$ cat src/rtl/secuenciador_pkg.sv
// secuenciador_pkg: shared definitions for the sample scheduler.
//   estado_t        - scheduler FSM state encoding (2 bits)
//   DIV_DEF         - default sample period in clock cycles
//   TIMEOUT_ADC_DEF - default ADC handshake limit in cycles
//   TIMEOUT_FILTRO_DEF - default filter handshake limit in cycles
package secuenciador_pkg;

  typedef enum logic [1:0] {
    REPOSO       = 2'd0,
    CONVIRTIENDO = 2'd1,
    FILTRANDO    = 2'd2
  } estado_t;

  localparam int DIV_DEF            = 1000;
  localparam int TIMEOUT_ADC_DEF    = 64;
  localparam int TIMEOUT_FILTRO_DEF = 32;

endpackage

$ cat src/rtl/divisor_muestreo.sv
// divisor_muestreo: sample-period counter.
//   Clk       in  system clock
//   Reset     in  synchronous active-high reset
//   Habilitar in  counts while 1, counter held at 0 while 0
//   tick      out high for the single cycle the counter sits at DIV-1
module divisor_muestreo
  import secuenciador_pkg::*;
#(
  parameter int DIV = DIV_DEF
) (
  input  logic Clk,
  input  logic Reset,
  input  logic Habilitar,
  output logic tick
);

  localparam int W = (DIV > 1) ? $clog2(DIV) : 1;

  logic [W-1:0] cnt;

  // Decoded from the registered count so the scheduler registers its
  // response on the same edge that wraps the counter.
  assign tick = Habilitar && (cnt == W'(DIV - 1));

  always_ff @(posedge Clk) begin
    if (Reset || !Habilitar) begin
      cnt <= '0;
    end else if (tick) begin
      cnt <= '0;
    end else begin
      cnt <= cnt + 1'b1;
    end
  end

endmodule

$ cat src/rtl/secuenciador_muestreo.sv
// secuenciador_muestreo: sample scheduler for the second-order filter.
// Each period it starts an ADC conversion, latches the sample into Uk,
// launches the filter, and latches the filter result into Salida.
// Overruns and handshake timeouts raise sticky flags.
//   Clk, Reset          clock, synchronous active-high reset
//   Habilitar           enables the sample-period counter
//   Limpiar             clears Sobrecarga and Error_Timeout
//   ADC_Listo/ADC_Dato  ADC done level and result
//   Inicio_ADC          one-cycle conversion-start pulse
//   Uk                  held sample into the filter
//   Bandera_ADC         one-cycle filter-start pulse
//   Bandera_Listo/Yk    filter done (rising edge used) and result
//   Salida/Salida_Valida held result and its one-cycle update pulse
//   Sobrecarga          sticky overrun flag
//   Error_Timeout       sticky handshake-timeout flag
//   Muestras            completed-sample counter, present only when the
//                       macro CONTADOR_MUESTRAS_EN is defined
module secuenciador_muestreo
  import secuenciador_pkg::*;
#(
  parameter int N              = 25,
  parameter int DIV            = DIV_DEF,
  parameter int TIMEOUT_ADC    = TIMEOUT_ADC_DEF,
  parameter int TIMEOUT_FILTRO = TIMEOUT_FILTRO_DEF
) (
  input  logic         Clk,
  input  logic         Reset,
  input  logic         Habilitar,
  input  logic         Limpiar,
  input  logic         ADC_Listo,
  input  logic [N-1:0] ADC_Dato,
  output logic         Inicio_ADC,
  output logic [N-1:0] Uk,
  output logic         Bandera_ADC,
  input  logic         Bandera_Listo,
  input  logic [N-1:0] Yk,
  output logic [N-1:0] Salida,
  output logic         Salida_Valida,
  output logic         Sobrecarga,
  output logic         Error_Timeout
`ifdef CONTADOR_MUESTRAS_EN
  ,
  output logic [15:0]  Muestras
`endif
);

  localparam int TMAX = (TIMEOUT_ADC > TIMEOUT_FILTRO) ? TIMEOUT_ADC : TIMEOUT_FILTRO;
  localparam int CW   = (TMAX > 1) ? $clog2(TMAX) : 1;

  logic          tick;
  estado_t       estado;
  logic [CW-1:0] timer;
  logic          listo_q;
  logic          listo_re;

  divisor_muestreo #(
    .DIV(DIV)
  ) u_divisor (
    .Clk      (Clk),
    .Reset    (Reset),
    .Habilitar(Habilitar),
    .tick     (tick)
  );

  assign listo_re = Bandera_Listo & ~listo_q;

  always_ff @(posedge Clk) begin
    if (Reset) begin
      estado        <= REPOSO;
      timer         <= '0;
      listo_q       <= 1'b0;
      Inicio_ADC    <= 1'b0;
      Uk            <= '0;
      Bandera_ADC   <= 1'b0;
      Salida        <= '0;
      Salida_Valida <= 1'b0;
      Sobrecarga    <= 1'b0;
      Error_Timeout <= 1'b0;
`ifdef CONTADOR_MUESTRAS_EN
      Muestras      <= '0;
`endif
    end else begin
      Inicio_ADC    <= 1'b0;
      Bandera_ADC   <= 1'b0;
      Salida_Valida <= 1'b0;
      listo_q       <= Bandera_Listo;

      // Clear first so that a set event later in this block wins.
      if (Limpiar) begin
        Sobrecarga    <= 1'b0;
        Error_Timeout <= 1'b0;
      end

      // A tick outside REPOSO is dropped, even on the completion cycle.
      if (tick && (estado != REPOSO)) begin
        Sobrecarga <= 1'b1;
      end

      case (estado)
        REPOSO: begin
          if (tick) begin
            Inicio_ADC <= 1'b1;
            timer      <= '0;
            estado     <= CONVIRTIENDO;
          end
        end
        CONVIRTIENDO: begin
          if (ADC_Listo) begin
            Uk          <= ADC_Dato;
            Bandera_ADC <= 1'b1;
            timer       <= '0;
            estado      <= FILTRANDO;
          end else if (timer == CW'(TIMEOUT_ADC - 1)) begin
            Error_Timeout <= 1'b1;
            estado        <= REPOSO;
          end else begin
            timer <= timer + 1'b1;
          end
        end
        FILTRANDO: begin
          if (listo_re) begin
            Salida        <= Yk;
            Salida_Valida <= 1'b1;
            estado        <= REPOSO;
`ifdef CONTADOR_MUESTRAS_EN
            Muestras      <= Muestras + 16'd1;
`endif
          end else if (timer == CW'(TIMEOUT_FILTRO - 1)) begin
            Error_Timeout <= 1'b1;
            estado        <= REPOSO;
          end else begin
            timer <= timer + 1'b1;
          end
        end
        default: begin
          estado <= REPOSO;
        end
      endcase
    end
  end

endmodule

$ cat config.mk
export PLATFORM = sky130hd
export DESIGN_NAME = secuenciador_muestreo
export DESIGN_NICKNAME = d
export VERILOG_FILES = /design/src/rtl/secuenciador_pkg.sv /design/src/rtl/divisor_muestreo.sv /design/src/rtl/secuenciador_muestreo.sv
export SDC_FILE = /design/constraint.sdc
export NUM_CORES = 1
export LEC_CHECK = 0
export BUFFER_PORTS_ARGS = -buffer_cell sky130_fd_sc_hd__buf_2
export CAP_MARGIN = 20
export CORE_ASPECT_RATIO = 1.1
export CORE_MARGIN = 5
export CORE_UTILIZATION = 52
export CTS_CLUSTER_SIZE = 24
export DETAILED_ROUTE_END_ITERATION = 6
export PLACE_DENSITY = 0.93
export SLEW_MARGIN = 20
export SYNTH_ARGS = -nofsm -noshare
export SYNTH_HDL_FRONTEND = slang
export SYNTH_SLANG_ARGS = --single-unit
$ cat constraint.sdc
create_clock -name Clk -period 3.7 [get_ports Clk]
set_input_delay 0.37 -clock Clk [delete_from_list [all_inputs] [get_ports Clk]]
set_output_delay 0.37 -clock Clk [all_outputs]
set_load 0.02 [all_outputs]
==> impl_metrics.prom, run 1 <==
# TYPE chip_impl_metric gauge
chip_impl_info{name="yosys-top-cells-count",value="nand2_1, dfxtp_1, a21oi_1, nor2_1, clkbuf_1"} 1
chip_impl_metric{name="pwr_density_cell",unit="nW/µm²"} 456.8
chip_impl_metric{name="fp-row-count",unit=""} 28
chip_impl_metric{name="grt_first_pass_wirelength",unit="µm"} 11540
chip_impl_info{name="cts_tree",value="built"} 1
chip_impl_info{name="timing.rr.start",value="estado[0]"} 1
chip_impl_metric{name="ir_worst_vdd",unit="V"} 0.0003939
chip_impl_info{name="worstSetupPathType",value="flop to flop"} 1
chip_impl_metric{name="cts-root-to-sink-buffers",unit=""} 2
chip_impl_metric{name="area_growth",unit="%"} 26.57
chip_impl_info{name="setup.worst_path.start",value="estado[0]"} 1
chip_impl_metric{name="place_worst_setup_slack",unit="ns"} 1.169
chip_impl_metric{name="dpl.hpwl",unit="µm"} 5476
chip_impl_info{name="yosysTopAreaCell",value="dfxtp_1"} 1
chip_impl_metric{name="synthesis.yosys.warnings",unit=""} 0
chip_impl_metric{name="synth_fp_nets",unit=""} 421
chip_impl_info{name="main_area_contributors_after_synthesis",value="dfxtp_1, nand2_1, a21oi_1"} 1
chip_impl_metric{name="die_area",unit="µm²"} 7298
chip_impl_metric{name="synth-seq-area-share",unit=""} 0.5008
chip_impl_info{name="cts_root_buf",value="clkbuf_8"} 1
chip_impl_metric{name="synth_area",unit="µm²"} 2958
chip_impl_metric{name="syn_avg_cell_area",unit="µm²"} 8.262
chip_impl_metric{name="area_of_all_sequential_standard_cells",unit="µm²"} 1481
chip_impl_info{name="timing.rr.end",value="timer[3]"} 1
chip_impl_metric{name="static_leakage",unit="nW"} 1.576
chip_impl_metric{name="die-height",unit="µm"} 89.10
chip_impl_metric{name="max_cap_viol_count",unit=""} 0
chip_impl_metric{name="portBuffers",unit=""} 110
chip_impl_info{name="path_cells",value="inv_1 > ha_1 > and3b_1 > a211oi_1 > o2111ai_1 > a32o_1"} 1
chip_impl_metric{name="postSynthCellCount",unit=""} 358
chip_impl_metric{name="clock_tree.htree_level_count",unit=""} 3
chip_impl_metric{name="cts.sink_count",unit=""} 74
chip_impl_metric{name="post_drt_via_cell_ratio",unit=""} 5.200
chip_impl_metric{name="count_of_flip_flops_with_a_built_in_enable_after_synthesis",unit=""} 0
chip_impl_info{name="timing.hold.worst.start",value="ADC_Dato[8]"} 1
chip_impl_metric{name="detail_route.iter0.violations",unit=""} 247
chip_impl_metric{name="finalHoldViolations",unit=""} 0
chip_impl_metric{name="slew-limit-headroom",unit=""} 0.4204
chip_impl_info{name="synth.most_common_cell",value="nand2_1"} 1
chip_impl_metric{name="post_route_drc_violation_count",unit=""} 0
chip_impl_info{name="setup.worst_path.end_class",value="flop"} 1
chip_impl_metric{name="buffer_count_from_post_cts_setup_fixing",unit=""} 0
chip_impl_metric{name="synthDominantCellAreaShare",unit=""} 0.5008
chip_impl_info{name="startpoint_type",value="flop"} 1
chip_impl_metric{name="synth_cell_types",unit=""} 49
chip_impl_metric{name="totalNegativeSetupSlack",unit="ns"} 0
chip_impl_metric{name="worst-slew-pin-transition",unit="ns"} 0.8693
chip_impl_metric{name="final_layout_size_suffix_gt1_frac",unit=""} 0.2790
chip_impl_info{name="synth_top_flop_cell",value="dfxtp_1"} 1
chip_impl_metric{name="gp_congestion",unit=""} 0.8442
chip_impl_metric{name="timing.critical_path.arrival",unit="ns"} 2.79
chip_impl_metric{name="wire_per_inst",unit="µm"} 13.82
chip_impl_metric{name="utilization",unit=""} 0.6850
chip_impl_metric{name="critPathBufInv",unit=""} 1
chip_impl_metric{name="setup_viol",unit=""} 0
chip_impl_metric{name="number_of_vias_after_detailed_routing",unit=""} 2813
chip_impl_metric{name="worst_clock_skew",unit="ns"} 0.009826
chip_impl_metric{name="pin_count_of_the_biggest_net_entering_global_routing",unit=""} 44
chip_impl_metric{name="crit_path_max_incr_delay",unit="ns"} 0.65
chip_impl_metric{name="grt_util_all_layers",unit=""} 0.2041
chip_impl_metric{name="timing.critical_path.depth",unit=""} 6
chip_impl_info{name="hold_path_class",value="primary input to flop"} 1
chip_impl_metric{name="number_of_global_route_vias_before_repair",unit=""} 2552
chip_impl_info{name="grt_setup_unrepaired",value="false"} 1
chip_impl_metric{name="grt_antenna_before_repair",unit=""} 0
chip_impl_metric{name="routed_wl",unit="µm"} 7475
chip_impl_metric{name="postSynth.asyncResetShare",unit=""} 0
chip_impl_metric{name="report.power.total",unit="mW"} 1.710
chip_impl_metric{name="first_pass_iters",unit=""} 4
chip_impl_metric{name="critical_path.max_fanout",unit=""} 27
chip_impl_metric{name="cts.reportedPaths.clkPinSlew",unit="ns"} 0.08
chip_impl_metric{name="clkLatencyLatePin",unit="ns"} 0.34
chip_impl_metric{name="flops_latches_synth",unit=""} 74
chip_impl_metric{name="postLayoutSetupSlackWorst",unit="ns"} 1.140
chip_impl_metric{name="globalRoute.totalOverflow",unit=""} 0
chip_impl_metric{name="slew_viol_final",unit=""} 0
chip_impl_metric{name="multi_input_area",unit="µm²"} 1350
chip_impl_metric{name="cts_inserted_buffers",unit=""} 9
chip_impl_metric{name="post-route-period-util",unit=""} 0.6919
chip_impl_metric{name="hold_depth",unit=""} 3
chip_impl_info{name="critical-path-slowest-cell",value="a211oi_1"} 1
chip_impl_metric{name="postRouteAntennaNets",unit=""} 0
chip_impl_metric{name="initial_core_util",unit=""} 0.5412
chip_impl_metric{name="cts_repair_resize_count",unit=""} 0
chip_impl_info{name="outcome",value="finished clean"} 1
chip_impl_info{name="min_to",value="Uk[8]"} 1
chip_impl_metric{name="r2r.worst_path.cells",unit=""} 6
chip_impl_metric{name="fillerInstances",unit=""} 446
chip_impl_metric{name="cts_hold_buffers",unit=""} 0
chip_impl_metric{name="fp.dieW",unit="µm"} 81.91
chip_impl_metric{name="ios",unit=""} 111
chip_impl_metric{name="antenna-diode-count",unit=""} 0
chip_impl_metric{name="fmax",unit="MHz"} 390.6
chip_impl_metric{name="finalNetCount",unit=""} 524
chip_impl_metric{name="min_period",unit="ns"} 2.560
chip_impl_metric{name="r2r_setup_slack",unit="ns"} 1.14
chip_impl_info{name="critical-path-top-delay-family",value="compound AO/OA/AOI/OAI gates"} 1
chip_impl_metric{name="coreArea",unit="µm²"} 5465
chip_impl_metric{name="worst-endpoint-required",unit="ns"} 3.93
-- cell usage in the layout, fill, tap and decap left out, types with 5 or more instances in the layout --
master / count
nand2_1: 108
a21oi_1: 51
nand3_1: 8
nor2_1: 17
and3_1: 5
buf_2: 110
inv_1: 8
xnor2_1: 5
dfxtp_1: 74
clkbuf_8: 10
ha_1: 7
-- where the power goes --
| group | leakage (nW) | switching [mW] | internal (mW) |
|---|---|---|---|
| registers | 0.597 | 0.0126 | 0.817 |
| logic | 0.871 | 0.115 | 0.0670 |
| clock network | 0.109 | 0.299 | 0.399 |
| total | 1.58 | 0.427 | 1.28 |
-- stage by stage --
step                hold WS [ns]  std cells  instance area (µm²)
floorplan                 0.4297        358                 2958
global placement          0.4389        525                 3517
detailed placement        0.4432        525                 3517
CTS                       0.2455        541                 3744
global route              0.2521        541                 3744
finish                    0.2568        541                 3744
-- cells by family after synthesis --
kind of cell    synth area share
xor+xnor                 0.02369
mux                     0.003384
compound gates            0.1620
simple gates              0.2377
fa+ha+maj                0.02961
flops                     0.5008
buf+inv                  0.04272
-- per-layer routing --
metal | global-route usage | up-vias | wire (µm) | part of all wire
met4 | 0.07402 | 0 | 111 | 0.015
met3 | 0.05948 | 13 | 648 | 0.087
met1 | 0.2402 | 1260 | 2962 | 0.40
li1 | - | 1420 | - | -
met5 | 0 | - | 0 | 0
met2 | 0.3519 | 120 | 3753 | 0.50
-- how the worst max path moves through the flow --
stage and end:
6_report timer[3], 5_1_grt timer[3], 4_1_cts timer[2], 3_5_place_dp timer[2], 3_3_place_gp timer[2], 2_1_floorplan timer[1]
-- registers in the layout (all words and copies together) (netlist names) --
register,flops
Salida,25
Uk,25
u_divisor.cnt,10
timer,6
estado,2
Bandera_ADC,1
Error_Timeout,1
Inicio_ADC,1
Salida_Valida,1
Sobrecarga,1
listo_q,1
-- cell type report --
cell class              instances  area share
repair buffers                111      0.1491
inverters                       9    0.009024
clock inverters                 6     0.02373
well taps                      75     0.02507
multi-input cells             256      0.3606
clock buffers                  10     0.03676
flip-flops and latches         74      0.3957
-- worst min-delay path, delay by kind of cell --
kind	cells	cell delay, ns
buffers and inverters	1	0.09
AO/OA/AOI/OAI	1	0.05
AND/OR/NAND/NOR	1	0.04
Power figures use the tool's default switching activity.
==> run 2: changes to the inputs <==
--- a/config.mk
+++ b/config.mk
@@ -5,14 +5,15 @@
 export SDC_FILE = /design/constraint.sdc
 export NUM_CORES = 1
 export LEC_CHECK = 0
+export ABC_AREA = 1
 export BUFFER_PORTS_ARGS = -buffer_cell sky130_fd_sc_hd__buf_2
 export CAP_MARGIN = 20
 export CORE_ASPECT_RATIO = 1.1
 export CORE_MARGIN = 5
-export CORE_UTILIZATION = 52
+export CORE_UTILIZATION = 44
 export CTS_CLUSTER_SIZE = 24
 export DETAILED_ROUTE_END_ITERATION = 6
-export PLACE_DENSITY = 0.93
+export PLACE_DENSITY = 0.84
 export SLEW_MARGIN = 20
 export SYNTH_ARGS = -nofsm -noshare
 export SYNTH_HDL_FRONTEND = slang
==> constraint.sdc (replaced) <==
create_clock -name Clk -period 2.1 [get_ports Clk]
set_input_delay 0.21 -clock Clk [delete_from_list [all_inputs] [get_ports Clk]]
set_output_delay 0.21 -clock Clk [all_outputs]
set_load 0.02 [all_outputs]
==> run 2 against run 1 <==
Effect of this change: sequential cell count unchanged; first-iteration DRC count fell by 28%; critical path depth grew 2; worst setup slack worse by 0.68 ns; sequential share of layout area fell by 0.83 points; final cell count increased by 8.9%; synthesized cell count grew 9.8%; largest power group unchanged.
==> impl_metrics.prom, run 2 <==
# TYPE chip_impl_metric gauge
chip_impl_metric{name="static_leakage",unit="nW"} 1.724
chip_impl_info{name="cts_root_buf",value="clkbuf_8"} 1
chip_impl_info{name="setup.worst_path.end_class",value="flop"} 1
chip_impl_info{name="reg_top3",value="Salida (25), Uk (25), u_divisor.cnt (10)"} 1
chip_impl_info{name="startpoint_type",value="flop"} 1
chip_impl_metric{name="cts.reportedPaths.clkPinSlew",unit="ns"} 0.07
chip_impl_metric{name="power_switching",unit="µW"} 559.6
chip_impl_metric{name="wire_per_inst",unit="µm"} 12.51
chip_impl_metric{name="synth_area",unit="µm²"} 3022
chip_impl_metric{name="buffer_count_from_post_cts_setup_fixing",unit=""} 0
chip_impl_metric{name="r2r.worst_path.cells",unit=""} 8
chip_impl_metric{name="coreArea",unit="µm²"} 6633
chip_impl_metric{name="synth-seq-area-share",unit=""} 0.4903
chip_impl_metric{name="grt_antenna_before_repair",unit=""} 0
chip_impl_info{name="synth_top_flop_cell",value="dfxtp_1"} 1
chip_impl_metric{name="setup_viol",unit=""} 0
chip_impl_metric{name="internal_power",unit="mW"} 2.033
chip_impl_info{name="grt_setup_unrepaired",value="false"} 1
chip_impl_metric{name="routed_wl",unit="µm"} 7370
chip_impl_metric{name="globalRoute.totalOverflow",unit=""} 0
chip_impl_info{name="cts_tree",value="built"} 1
chip_impl_metric{name="p_comb_frac",unit=""} 0.042
chip_impl_metric{name="slew-limit-headroom",unit=""} 0.7305
chip_impl_metric{name="clock_tree.htree_level_count",unit=""} 3
chip_impl_metric{name="pin_count_of_the_biggest_net_entering_global_routing",unit=""} 31
chip_impl_info{name="setup.worst_path.start",value="estado[0]"} 1
chip_impl_info{name="yosysTopAreaCell",value="dfxtp_1"} 1
chip_impl_metric{name="postLayoutSetupSlackWorst",unit="ns"} 0.4578
chip_impl_metric{name="clkLatencyLatePin",unit="ns"} 0.34
chip_impl_metric{name="area_of_all_sequential_standard_cells",unit="µm²"} 1481
chip_impl_metric{name="postRouteAntennaNets",unit=""} 0
chip_impl_metric{name="place_worst_setup_slack",unit="ns"} 0.4822
chip_impl_metric{name="flops_latches_synth",unit=""} 74
chip_impl_metric{name="cts_hold_buffers",unit=""} 0
chip_impl_metric{name="cts_repair_resize_count",unit=""} 0
chip_impl_metric{name="power.share.clock",unit=""} 0.415
chip_impl_metric{name="sw_frac_of_total",unit=""} 0.2158
chip_impl_metric{name="report.power.total",unit="mW"} 2.592
chip_impl_metric{name="count_of_flip_flops_with_a_built_in_enable_after_synthesis",unit=""} 0
chip_impl_metric{name="worst-slew-pin-transition",unit="ns"} 0.4037
chip_impl_metric{name="gp_congestion",unit=""} 0.8505
chip_impl_metric{name="synth_cell_types",unit=""} 31
chip_impl_metric{name="postSynthCellCount",unit=""} 393
chip_impl_metric{name="post_drt_via_cell_ratio",unit=""} 4.898
chip_impl_metric{name="hold_depth",unit=""} 3
chip_impl_metric{name="synthDominantCellAreaShare",unit=""} 0.4903
chip_impl_info{name="worstSetupPathType",value="flop to flop"} 1
chip_impl_metric{name="detail_route.iter0.violations",unit=""} 177
chip_impl_info{name="timing.hold.worst.start",value="ADC_Dato[8]"} 1
chip_impl_metric{name="final_layout_size_suffix_gt1_frac",unit=""} 0.2998
chip_impl_metric{name="ir_worst_vdd",unit="V"} 0.0003864
chip_impl_metric{name="first_pass_iters",unit=""} 5
chip_impl_metric{name="synthesis.yosys.warnings",unit=""} 0
chip_impl_metric{name="timing.critical_path.arrival",unit="ns"} 1.88
chip_impl_metric{name="slew_viol_final",unit=""} 0
chip_impl_metric{name="portBuffers",unit=""} 110
chip_impl_metric{name="totalNegativeSetupSlack",unit="ns"} 0
chip_impl_metric{name="ios",unit=""} 111
chip_impl_info{name="synth.most_common_cell",value="dfxtp_1"} 1
chip_impl_metric{name="fp-row-count",unit=""} 31
chip_impl_metric{name="number_of_vias_after_detailed_routing",unit=""} 2885
chip_impl_metric{name="die_area",unit="µm²"} 8627
chip_impl_metric{name="number_of_global_route_vias_before_repair",unit=""} 2690
chip_impl_info{name="yosys-top-cells-count",value="dfxtp_1, nor2_1, nand2_1, nand3_1, a21oi_1"} 1
chip_impl_info{name="mostFrequentLayoutCells",value="buf_2, dfxtp_1, nor2_1"} 1
chip_impl_metric{name="antenna-diode-count",unit=""} 0
chip_impl_metric{name="fp.dieW",unit="µm"} 89.02
chip_impl_metric{name="syn_avg_cell_area",unit="µm²"} 7.689
chip_impl_metric{name="grt_first_pass_wirelength",unit="µm"} 11740
chip_impl_metric{name="fmax",unit="MHz"} 609.0
chip_impl_metric{name="worst_clock_skew",unit="ns"} 0.006078
chip_impl_metric{name="multi_input_area",unit="µm²"} 1344
chip_impl_metric{name="die-height",unit="µm"} 96.92
chip_impl_metric{name="pwr_density_cell",unit="nW/µm²"} 678.0
chip_impl_info{name="hold_path_class",value="primary input to flop"} 1
chip_impl_info{name="outcome",value="finished clean"} 1
chip_impl_metric{name="post_route_drc_violation_count",unit=""} 0
chip_impl_metric{name="finalNetCount",unit=""} 565
chip_impl_metric{name="initial_core_util",unit=""} 0.4556
chip_impl_metric{name="dpl.hpwl",unit="µm"} 5472
chip_impl_info{name="main_area_contributors_after_synthesis",value="dfxtp_1, nor2_1, nand2_1"} 1
chip_impl_metric{name="min_period",unit="ns"} 1.642
chip_impl_metric{name="cts_inserted_buffers",unit=""} 9
chip_impl_metric{name="finalHoldViolations",unit=""} 0
chip_impl_info{name="timing.rr.start",value="estado[0]"} 1
chip_impl_metric{name="utilization",unit=""} 0.5765
chip_impl_metric{name="seqPwrFrac",unit=""} 0.543
chip_impl_metric{name="worst-endpoint-required",unit="ns"} 2.34
chip_impl_metric{name="max_cap_viol_count",unit=""} 0
chip_impl_info{name="layout.cells.most_common",value="buf_2"} 1
chip_impl_metric{name="area_growth",unit="%"} 26.54
chip_impl_metric{name="fillerInstances",unit=""} 590
chip_impl_metric{name="post-route-period-util",unit=""} 0.7820
chip_impl_metric{name="critical_path.max_fanout",unit=""} 25
chip_impl_metric{name="synth_fp_nets",unit=""} 456
chip_impl_metric{name="grt_util_all_layers",unit=""} 0.1690
chip_impl_metric{name="cts-root-to-sink-buffers",unit=""} 2
chip_impl_metric{name="cts.sink_count",unit=""} 74
chip_impl_metric{name="postSynth.asyncResetShare",unit=""} 0
[run 2: worst paths after layout]
kind,endpoint,slack (ns)
min reg2reg,Salida[11],0.46
min,Uk[8],0.12
max,estado[0],0.46
max reg2reg,estado[0],0.46
[run 2: cell type report]
type	count	share of cell area
tap	82	0.02683
inverter	26	0.02552
timing repair buffer	117	0.1577
multi-input combinational	274	0.3514
clock buffer	11	0.03698
sequential	74	0.3874
clock inverter	5	0.01407
[run 2: worst max-delay path, stage by stage, from the launching register on]
cell	delay, ns
dfxtp_1	0.33
inv_1	0.13
ha_1	0.31
buf_4	0.30
nand3_1	0.15
nand3_1	0.15
nand2_1	0.07
nand2_1	0.06
nor2_1	0.04
[run 2: power groups by stage]
stage	Sequential [mW]	Combinational, mW	Clock (mW)
after floorplan	1.44	0.0444	0
after global placement	1.44	0.106	0
after detailed placement	1.44	0.107	0
after CTS	1.41	0.108	1.12
after global routing	1.41	0.120	1.18
final	1.41	0.108	1.08
[run 2: kinds of logic (layout without fill, tap and decap cells)]
kind of cell | after synthesis | after routing | synth area share
fa+ha+maj | 7 | 7 | 0.02898
buf+inv | 45 | 159 | 0.06501
xor+xnor | 1 | 1 | 0.002899
flops | 74 | 74 | 0.4903
compound gates | 65 | 65 | 0.1101
simple gates | 201 | 201 | 0.3027
[run 2: through the flow]
step / area, µm² / cells / hold WS, ns
after floorplan: 3022 / 393 / 0.2941
after global placement: 3628 / 573 / 0.4413
after detailed placement: 3628 / 573 / 0.4488
after CTS: 3824 / 589 / 0.1052
after global routing: 3824 / 589 / 0.1241
final: 3824 / 589 / 0.1169
[run 2: layer usage]
layer / wire length [µm] / global-route usage / up-vias / part of all wire
li1: - / - / 1489 / -
met1: 3060 / 0.1902 / 1270 / 0.42
met2: 3425 / 0.2880 / 112 / 0.46
met3: 733 / 0.05268 / 14 / 0.099
met4: 151 / 0.07102 / 0 / 0.020
met5: 0 / 0 / - / 0
==> run 3: changes to the inputs <==
==> constraint.sdc (replaced) <==
create_clock -name Clk -period 1.5 [get_ports Clk]
set_input_delay 0.15 -clock Clk [delete_from_list [all_inputs] [get_ports Clk]]
set_output_delay 0.15 -clock Clk [all_outputs]
set_load 0.02 [all_outputs]
==> run 3 against run 2 <==
Effect of this change: sequential cell count unchanged; clock skew up 0.0022 ns; sequential power is 40% higher; critical path depth grew 2; via count increased by 3.5%; worst hold slack worse by 0.073 ns; highest routed layer unchanged; utilization increased by 3.5 points; sequential share of layout area shrank 2.0 points; clock power rose by 22%; combinational power rose by 45%; global-route usage shrank 0.22 points.
==> impl_metrics.prom, run 3 (synthesized netlist as in run 2, its figures left out) <==
# TYPE chip_impl_metric gauge
chip_impl_metric{name="fp.dieW",unit="µm"} 89.02
chip_impl_metric{name="post-route-period-util",unit=""} 0.9844
chip_impl_metric{name="timing.critical_path.arrival",unit="ns"} 1.74
chip_impl_metric{name="fmax",unit="MHz"} 677.2
chip_impl_metric{name="slew_viol_final",unit=""} 0
chip_impl_info{name="reg_top3",value="Salida (25), Uk (25), u_divisor.cnt (10)"} 1
chip_impl_metric{name="first_pass_iters",unit=""} 4
chip_impl_metric{name="grt_antenna_before_repair",unit=""} 0
chip_impl_metric{name="fp-row-count",unit=""} 31
chip_impl_metric{name="number_of_global_route_vias_before_repair",unit=""} 2709
chip_impl_metric{name="pin_count_of_the_biggest_net_entering_global_routing",unit=""} 30
chip_impl_metric{name="grt_first_pass_wirelength",unit="µm"} 11710
chip_impl_metric{name="initial_core_util",unit=""} 0.4556
chip_impl_metric{name="post_route_drc_violation_count",unit=""} 0
chip_impl_metric{name="ir_worst_vdd",unit="V"} 0.0006652
chip_impl_info{name="cts_root_buf",value="clkbuf_8"} 1
chip_impl_metric{name="die_area",unit="µm²"} 8627
chip_impl_metric{name="wire_per_inst",unit="µm"} 12.68
chip_impl_metric{name="postLayoutSetupSlackWorst",unit="ns"} 0.02340
chip_impl_metric{name="routed_wl",unit="µm"} 7686
chip_impl_info{name="worstSetupPathType",value="flop to flop"} 1
chip_impl_metric{name="coreArea",unit="µm²"} 6633
chip_impl_metric{name="static_leakage",unit="nW"} 1.819
chip_impl_info{name="cts_tree",value="built"} 1
chip_impl_info{name="startpoint_type",value="flop"} 1
chip_impl_metric{name="clkLatencyLatePin",unit="ns"} 0.34
chip_impl_info{name="outcome",value="finished clean"} 1
chip_impl_info{name="critical-path-slowest-cell",value="dfxtp_2"} 1
chip_impl_metric{name="area_growth",unit="%"} 34.29
chip_impl_metric{name="worst_clock_skew",unit="ns"} 0.008325
chip_impl_metric{name="portBuffers",unit=""} 110
chip_impl_metric{name="critical_path.max_fanout",unit=""} 4
chip_impl_metric{name="clock_tree.htree_level_count",unit=""} 3
chip_impl_metric{name="cts.sink_count",unit=""} 74
chip_impl_metric{name="report.power.total",unit="mW"} 3.446
chip_impl_info{name="layout.cells.most_common",value="buf_2"} 1
chip_impl_metric{name="totalNegativeSetupSlack",unit="ns"} 0
chip_impl_metric{name="min_period",unit="ns"} 1.477
chip_impl_metric{name="worst-slew-pin-transition",unit="ns"} 0.2933
chip_impl_metric{name="detail_route.iter0.violations",unit=""} 148
chip_impl_metric{name="max_cap_viol_count",unit=""} 0
chip_impl_info{name="path_cells",value="ha_4 > nand2_4 > nor2_4 > buf_6 > nand2_4 > o21ai_2 > nand3_2 > nand2_1 > nand2_1 > nor2_1"} 1
chip_impl_info{name="mostFrequentLayoutCells",value="buf_2, dfxtp_1, nor2_1"} 1
chip_impl_metric{name="crit_path_max_incr_delay",unit="ns"} 0.35
chip_impl_metric{name="cts.reportedPaths.clkPinSlew",unit="ns"} 0.07
chip_impl_metric{name="finalHoldViolations",unit=""} 0
chip_impl_metric{name="ios",unit=""} 111
chip_impl_metric{name="antenna-diode-count",unit=""} 0
chip_impl_metric{name="dpl.hpwl",unit="µm"} 5569
chip_impl_info{name="timing.rr.start",value="timer[1]"} 1
chip_impl_metric{name="worst-endpoint-required",unit="ns"} 1.77
chip_impl_metric{name="slew-limit-headroom",unit=""} 0.8020
chip_impl_metric{name="cts_inserted_buffers",unit=""} 9
chip_impl_metric{name="final_layout_size_suffix_gt1_frac",unit=""} 0.3645
chip_impl_metric{name="grt_util_all_layers",unit=""} 0.1668
chip_impl_metric{name="globalRoute.totalOverflow",unit=""} 0
chip_impl_metric{name="finalNetCount",unit=""} 582
chip_impl_metric{name="gp_congestion",unit=""} 0.8392
chip_impl_metric{name="number_of_vias_after_detailed_routing",unit=""} 2986
chip_impl_info{name="hold_path_class",value="primary input to flop"} 1
chip_impl_info{name="grt_setup_unrepaired",value="true"} 1
chip_impl_info{name="setup.worst_path.start",value="timer[1]"} 1
chip_impl_metric{name="postRouteAntennaNets",unit=""} 0
chip_impl_info{name="timing.hold.worst.start",value="Reset"} 1
chip_impl_metric{name="setup_viol",unit=""} 0
chip_impl_metric{name="pwr_density_cell",unit="nW/µm²"} 849.2
chip_impl_metric{name="die-height",unit="µm"} 96.92
chip_impl_metric{name="cts-root-to-sink-buffers",unit=""} 2
chip_impl_metric{name="place_worst_setup_slack",unit="ns"} -0.06673
chip_impl_metric{name="post_drt_via_cell_ratio",unit=""} 4.927
chip_impl_info{name="setup.worst_path.end_class",value="flop"} 1
## run 3: cell count changes in the layout (fill, tap and decap cells not counted), moves of 3 or more
cell	delta
inv_1	-3
ha_4	+3
nand2_2	+3
nor2_4	+3
nand3_2	+3
nor2_1	-3
nand2_1	-5
dfxtp_1	-4
ha_1	-3
buf_4	+14
clkinvlp_4	+4
nand3_1	-3
## run 3: worst paths after layout
check,to,slack (ns),cells after the start
worst min-delay path,Bandera_ADC,0.04,2
worst min register to register,Salida[3],0.46,2
worst max register to register,estado[0],0.02,10
worst max-delay path,estado[0],0.02,10
## run 3: report_power, final
part / switching (mW) / total [mW] / internal (mW)
clock network: 0.724 / 1.32 / 0.599
registers: 0.00284 / 1.97 / 1.96
logic: 0.0821 / 0.157 / 0.0744
total: 0.809 / 3.45 / 2.64
## run 3: area by class of cell
cell class	count	area, µm²
timing repair buffer	134	735.7
clock buffer	10	127.6
tap	82	102.6
inverter	26	102.6
multi-input combinational	274	1454
fill	567	2575
clock inverter	6	43.79
sequential	74	1491
## run 3: metrics by stage
stage	util	hold WS [ns]	area [µm²]	std cells
after floorplan	-	0.2341	3022	393
after global placement	0.5606	0.3871	3719	585
after detailed placement	0.5606	0.3885	3719	585
after CTS	0.5923	0.02353	3929	603
after global routing	0.6118	0.03217	4058	606
final	0.6118	0.04358	4058	606
## run 3: what timing repair did
| action | 4_1_cts | 5_1_grt |
|---|---|---|
| resized for setup | 9 | 32 |
| setup endpoints to repair | 16 | 33 |
| setup buffers | 2 | 2 |
| hold buffers | 0 | 0 |
| gates cloned | 0 | 1 |
| pin swaps | 2 | 19 |
## run 3: routing by layer
layer / share of wire / global-route usage
met2: 0.48 / 0.2840
met5: 0 / 0
met3: 0.11 / 0.05862
met1: 0.40 / 0.1934
met4: 0.015 / 0.04926
## run 3: critical path: cells and delay by family, from the launching register on
family | cells | cell delay, ns
fa+ha+maj | 1 | 0.15
flops | 1 | 0.35
compound gates | 1 | 0.16
simple gates | 7 | 0.61
buf+inv | 1 | 0.14
